`src/rtl/bm_pkg.sv`:
```
// Definitions shared by the player, map ROM and bomb logic: arena geometry,
// movement directions and the HID keycodes that drive them.
package bm_pkg;

    localparam int unsigned TILE       = 32;
    localparam int unsigned ARENA_COLS = 20;
    localparam int unsigned ARENA_ROWS = 15;

    localparam logic [7:0] KEY_W = 8'h1A;
    localparam logic [7:0] KEY_A = 8'h04;
    localparam logic [7:0] KEY_S = 8'h16;
    localparam logic [7:0] KEY_D = 8'h07;

    typedef enum logic [1:0] {
        UP    = 2'd0,
        LEFT  = 2'd1,
        DOWN  = 2'd2,
        RIGHT = 2'd3
    } dir_t;

    typedef struct packed {
        logic valid;
        dir_t dir;
    } key_req_t;

    function automatic key_req_t decode_key(input logic [7:0] code);
        key_req_t req;
        req.valid = 1'b1;
        req.dir   = UP;
        case (code)
            KEY_W:   req.dir = UP;
            KEY_A:   req.dir = LEFT;
            KEY_S:   req.dir = DOWN;
            KEY_D:   req.dir = RIGHT;
            default: req.valid = 1'b0;
        endcase
        return req;
    endfunction

endpackage

```
`src/rtl/player_motion.sv`:
```
// Tile-to-tile player movement: decodes W/A/S/D, checks the wall map for the
// target tile, then slides the sprite STEP pixels per frame until it lands.
module player_motion #(
    parameter int unsigned TILE        = bm_pkg::TILE,
    parameter int unsigned STEP        = 2,
    parameter int unsigned X_OFS       = 29,
    parameter int unsigned Y_OFS       = 29,
    parameter int unsigned COL_MIN     = 1,
    parameter int unsigned COL_MAX     = 18,
    parameter int unsigned ROW_MIN     = 1,
    parameter int unsigned ROW_MAX     = 13,
    parameter int unsigned START_COL   = 1,
    parameter int unsigned START_ROW   = 1,
    parameter int unsigned SPRITE_SIZE = 26
) (
    input  logic       Clk,
    input  logic       Reset_n,
    input  logic       frame_clk,
    input  logic [7:0] keycode,
    input  logic       tile_blocked,
    output logic [4:0] query_col,
    output logic [3:0] query_row,
    output logic [9:0] WplayerX,
    output logic [9:0] WplayerY,
    output logic [9:0] Wplayer_size,
    output logic [1:0] facing,
    output logic       moving
);
    import bm_pkg::*;

    typedef enum logic [1:0] {S_IDLE, S_QUERY, S_DECIDE, S_MOVE} state_t;

    state_t     r_state, w_state_nx;
    logic [4:0] r_col, w_col_nx, r_qcol, w_qcol_nx;
    logic [3:0] r_row, w_row_nx, r_qrow, w_qrow_nx;
    logic [9:0] r_x, w_x_nx, r_y, w_y_nx;
    dir_t       r_facing, w_facing_nx;
    logic       r_moving, w_moving_nx;
    logic       r_fclk_q;

    logic       w_tick;
    key_req_t   w_key;
    int         w_tc, w_tr;
    logic [9:0] w_tgt_x, w_tgt_y;

    assign w_tick  = frame_clk & ~r_fclk_q;
    assign w_key   = decode_key(keycode);
    // The query address doubles as the move target until the next query.
    assign w_tgt_x = 10'(int'(r_qcol) * int'(TILE) + int'(X_OFS));
    assign w_tgt_y = 10'(int'(r_qrow) * int'(TILE) + int'(Y_OFS));

    always_comb begin
        w_tc = int'(r_col);
        w_tr = int'(r_row);
        case (w_key.dir)
            UP:      w_tr = int'(r_row) - 1;
            LEFT:    w_tc = int'(r_col) - 1;
            DOWN:    w_tr = int'(r_row) + 1;
            default: w_tc = int'(r_col) + 1;
        endcase
    end

    always_comb begin
        w_state_nx  = r_state;
        w_col_nx    = r_col;
        w_row_nx    = r_row;
        w_qcol_nx   = r_qcol;
        w_qrow_nx   = r_qrow;
        w_x_nx      = r_x;
        w_y_nx      = r_y;
        w_facing_nx = r_facing;
        w_moving_nx = r_moving;
        case (r_state)
            S_IDLE: begin
                if (w_tick && w_key.valid) begin
                    w_facing_nx = w_key.dir;
                    if (w_tc >= int'(COL_MIN) && w_tc <= int'(COL_MAX) &&
                        w_tr >= int'(ROW_MIN) && w_tr <= int'(ROW_MAX)) begin
                        w_qcol_nx  = 5'(w_tc);
                        w_qrow_nx  = 4'(w_tr);
                        w_state_nx = S_QUERY;
                    end
                end
            end
            S_QUERY: w_state_nx = S_DECIDE;
            S_DECIDE: begin
                if (tile_blocked) begin
                    w_state_nx = S_IDLE;
                end else begin
                    w_state_nx  = S_MOVE;
                    w_moving_nx = 1'b1;
                end
            end
            default: begin
                if (w_tick) begin
                    case (r_facing)
                        UP:      w_y_nx = r_y - 10'(STEP);
                        LEFT:    w_x_nx = r_x - 10'(STEP);
                        DOWN:    w_y_nx = r_y + 10'(STEP);
                        default: w_x_nx = r_x + 10'(STEP);
                    endcase
                    if (w_x_nx == w_tgt_x && w_y_nx == w_tgt_y) begin
                        w_col_nx    = r_qcol;
                        w_row_nx    = r_qrow;
                        w_moving_nx = 1'b0;
                        w_state_nx  = S_IDLE;
                    end
                end
            end
        endcase
    end

    always_ff @(posedge Clk) begin
        if (!Reset_n) begin
            r_state  <= S_IDLE;
            r_col    <= 5'(START_COL);
            r_row    <= 4'(START_ROW);
            r_qcol   <= '0;
            r_qrow   <= '0;
            r_x      <= 10'(START_COL * TILE + X_OFS);
            r_y      <= 10'(START_ROW * TILE + Y_OFS);
            r_facing <= DOWN;
            r_moving <= 1'b0;
            r_fclk_q <= 1'b1;
        end else begin
            r_state  <= w_state_nx;
            r_col    <= w_col_nx;
            r_row    <= w_row_nx;
            r_qcol   <= w_qcol_nx;
            r_qrow   <= w_qrow_nx;
            r_x      <= w_x_nx;
            r_y      <= w_y_nx;
            r_facing <= w_facing_nx;
            r_moving <= w_moving_nx;
            r_fclk_q <= frame_clk;
        end
    end

    assign query_col    = r_qcol;
    assign query_row    = r_qrow;
    assign WplayerX     = r_x;
    assign WplayerY     = r_y;
    assign Wplayer_size = 10'(SPRITE_SIZE);
    assign facing       = r_facing;
    assign moving       = r_moving;

endmodule

```
`config.mk`:
```
export PLATFORM = sky130hd
export DESIGN_NAME = player_motion
export DESIGN_NICKNAME = d
export VERILOG_FILES = /design/src/rtl/bm_pkg.sv /design/src/rtl/player_motion.sv
export SDC_FILE = /design/constraint.sdc
export NUM_CORES = 1
export LEC_CHECK = 0
export CORE_MARGIN = 2
export CORE_UTILIZATION = 32
export CTS_CLUSTER_DIAMETER = 50
export CTS_CLUSTER_SIZE = 10
export DETAILED_ROUTE_END_ITERATION = 12
export GPL_TIMING_DRIVEN = 0
export PLACE_DENSITY = 0.61
export SYNTH_ARGS = -nofsm -noshare
export SYNTH_HDL_FRONTEND = slang
export SYNTH_SLANG_ARGS = --single-unit
```
`constraint.sdc`:
```
create_clock -name Clk -period 3.39 [get_ports Clk]
set_input_delay 0.8475 -clock Clk [delete_from_list [all_inputs] [get_ports Clk]]
set_output_delay 0.8475 -clock Clk [all_outputs]
set_load 0.02 [all_outputs]
```
==> results.json <==
{
  "status": "complete, no violations",
  "fin_nets": 542,
  "cts_buffer_depth": 2,
  "use_met2_pct": 28.5,
  "grt_usage_pct": 16.2,
  "die_w_um": 109,
  "post-route-period-util_pct": 95.9,
  "worstHoldPathType": "reg -> reg",
  "cts_made_buffers": 5,
  "finalPower_mw": 0.903,
  "final.setup_skew_ns": 0.00461,
  "worstSetupStartpoint": "facing[0]",
  "start_util_pct": 32.8,
  "place_congestion": 0.865,
  "period_minus_slack_ns": 3.25,
  "grt_pass1_vias": 3156,
  "die-area_um2": 12000,
  "crit_path_max_fanout": 6,
  "busiest_layer": "met2",
  "drv_cap": 0,
  "power.density_nw_per_um2": 189,
  "ios": 54,
  "fillCellCount": 1061,
  "drive_gt1_share_pct": 20.0,
  "setup_tns_ns": 0,
  "worst_slew_pin_slew_ns": 0.529,
  "path_class": "reg -> reg",
  "dp_hpwl_um": 7320,
  "max-vdd-ir-drop_mv": 0.123,
  "diodes": 0,
  "critPathArrivalTime_ns": 3.48,
  "yosys.cell_types.count": 69,
  "async_flop_share_pct": 0,
  "fmax_mhz": 308,
  "yosys_warnings": 0,
  "cp-start-kind": "register",
  "viasPerCell": 5.25,
  "drt_iter0_markers": 197,
  "slew_viol_final": 0,
  "yosysSeqAreaShare_pct": 23.6,
  "h-tree-depth": 2,
  "path_clk_slew_ns": 0.08,
  "die_h_um": 109,
  "ys_seq_elements": 42,
  "worst-endpoint-required_ns": 3.62,
  "grt_antenna_before_repair": 0,
  "hp-start": "r_col[4]",
  "cts_tree": "built",
  "synth_edf_count": 0,
  "synth_cells": 441,
  "end_kind": "register",
  "io_buffers": 40,
  "num_rows": 38,
  "hold_viol_final": 0,
  "first_pass_iters": 4,
  "syn_area_um2": 3560,
  "synthToLayoutAreaGrowth_pct": 34.3,
  "overflow": 0,
  "grt_max_degree": 14,
  "clk_root_buffer_cell": "clkbuf_8",
  "setup_viol": 0,
  "postRouteAntennaNets": 0,
  "clkLatencyLatePin_ns": 0.30,
  "synthFlopType": "dfxtp_1",
  "wl_per_cell_um": 15.3,
  "core_um2": 10800,
  "cts_sinks": 42,
  "use_met1_pct": 20.4,
  "synth_area_per_cell_um2": 8.07,
  "leakage_nw": 1.95,
  "relSlewSlack_pct": 64.7,
  "drcViolationCount": 0,
  "gr-usage-met3_pct": 2.55,
  "reg2reg_from": "facing[0]",
  "dr_total_vias": 3418,
  "grt_pass1_wl_um": 15300,
  "wl_um": 9930
}
[flip-flops by register name, indices dropped and copies added (netlist names), 2 cells and up]
name       flops
WplayerX       9
query_row      4
r_col          5
r_state        2
query_col      5
r_row          4
facing         2
WplayerY       9
[path summary, 6_finish.rpt]
check             end  slack (ns)  depth (start not counted)
min          r_col[4]        0.52                          2
max reg2reg  r_row[2]        0.14                         14
min reg2reg  r_col[4]        0.52                          2
max          r_row[2]        0.14                         14
[metal layers]
layer / share of wire [%] / wire length (um) / vias up
met3: 4.9 / 491 / 16
met1: 44 / 4380 / 1615
li1: - / - / 1693
met2: 49 / 4910 / 94
met4: 1.5 / 153 / 0
met5: 0 / 0 / -
[cells by family after synthesis]
kind of cell | Yosys count | share of synthesized area [%]
flip-flops | 42 | 23.6
AO/OA/AOI/OAI | 89 | 18.0
buffers and inverters | 55 | 7.55
XOR/XNOR | 36 | 9.49
multiplexers | 24 | 6.75
other | 2 | 0.211
AND/OR/NAND/NOR | 173 | 27.0
adder cells (fa/ha/maj) | 20 | 7.45
[area by class of cell]
class / instances / area (um^2) / share of cell area (%)
sequential: 42 / 850 / 17.8
inverter: 19 / 83.8 / 1.75
clock buffer: 6 / 72.6 / 1.52
tap: 140 / 175 / 3.66
multi-input combinational: 354 / 2830 / 59.1
buffer: 31 / 208 / 4.34
clock inverter: 2 / 13.8 / 0.288
timing repair buffer: 57 / 552 / 11.5
[through the flow]
stage | area [um^2] | setup slack [ns] | cells | hold WS (ns) | util (%)
2_1_floorplan | 3610 | 0.0290 | 451 | 0.462 | -
5_1_grt | 4780 | -0.0595 | 651 | 0.544 | 44.1
4_1_cts | 4490 | 0.00148 | 645 | 0.523 | 41.4
6_report | 4780 | 0.140 | 651 | 0.525 | 44.1
3_5_place_dp | 4180 | -0.419 | 631 | 0.502 | 38.6
3_3_place_gp | 4180 | -0.376 | 631 | 0.489 | 38.6
[where the power goes]
group	internal (mW)	total (mW)	switching (mW)
Sequential	0.492	0.492	0.000252
Combinational	0.0357	0.0821	0.0464
Clock	0.146	0.329	0.183
Total	0.673	0.903	0.230
[worst max-delay path: stages, from the launching register on]
cell and delay (ns):
dfxtp_4 0.39, clkbuf_16 0.17, nand2b_4 0.09, inv_6 0.06
ha_1 0.32, a211oi_4 0.31, buf_4 0.18, nor2_2 0.05
mux2i_1 0.17, o2111ai_1 0.14, nor4_2 0.26, o2111ai_2 0.23
nor4_4 0.41, buf_4 0.22, mux2i_1 0.18
[synth_stat cells (13+ instances only)]
master | number | area, um^2
a21oi_1 | 13 | 65.1
buf_4 | 13 | 97.6
clkbuf_1 | 17 | 63.8
dfxtp_1 | 42 | 841
ha_1 | 18 | 225
inv_1 | 18 | 67.6
mux2i_1 | 24 | 240
nand2_1 | 44 | 165
nor2_1 | 21 | 78.8
nor2b_1 | 20 | 125
xnor2_1 | 20 | 175
xor2_1 | 14 | 123
[cell usage in the layout (no fill, tap or decap), types with 8 or more instances in the layout]
master | synthesis | routed
a21oi_1 | 13 | 11
and2_1 | 11 | 11
buf_4 | 13 | 30
clkbuf_1 | 17 | 13
clkdlybuf4s50_1 | 0 | 32
conb_1 | 2 | 12
dfxtp_1 | 42 | 39
dlymetal6s2s_1 | 0 | 8
ha_1 | 18 | 11
inv_1 | 18 | 17
mux2i_1 | 24 | 24
nand2_1 | 44 | 42
nand3_1 | 8 | 8
nor2_1 | 21 | 19
nor2b_1 | 20 | 19
nor3_1 | 11 | 8
o211ai_1 | 12 | 12
o21ai_0 | 12 | 11
xnor2_1 | 20 | 19
xor2_1 | 14 | 13
[timing repair]
| action | CTS | global route |
|---|---|---|
| setup endpoints to repair | 12 | 21 |
| setup buffers | 9 | 6 |
| pin swaps | 7 | 21 |
| gates cloned | 1 | 1 |
| hold buffers | 0 | 0 |
| gates resized for setup | 34 | 53 |
No activity file was read; power rests on OpenSTA's default activity.
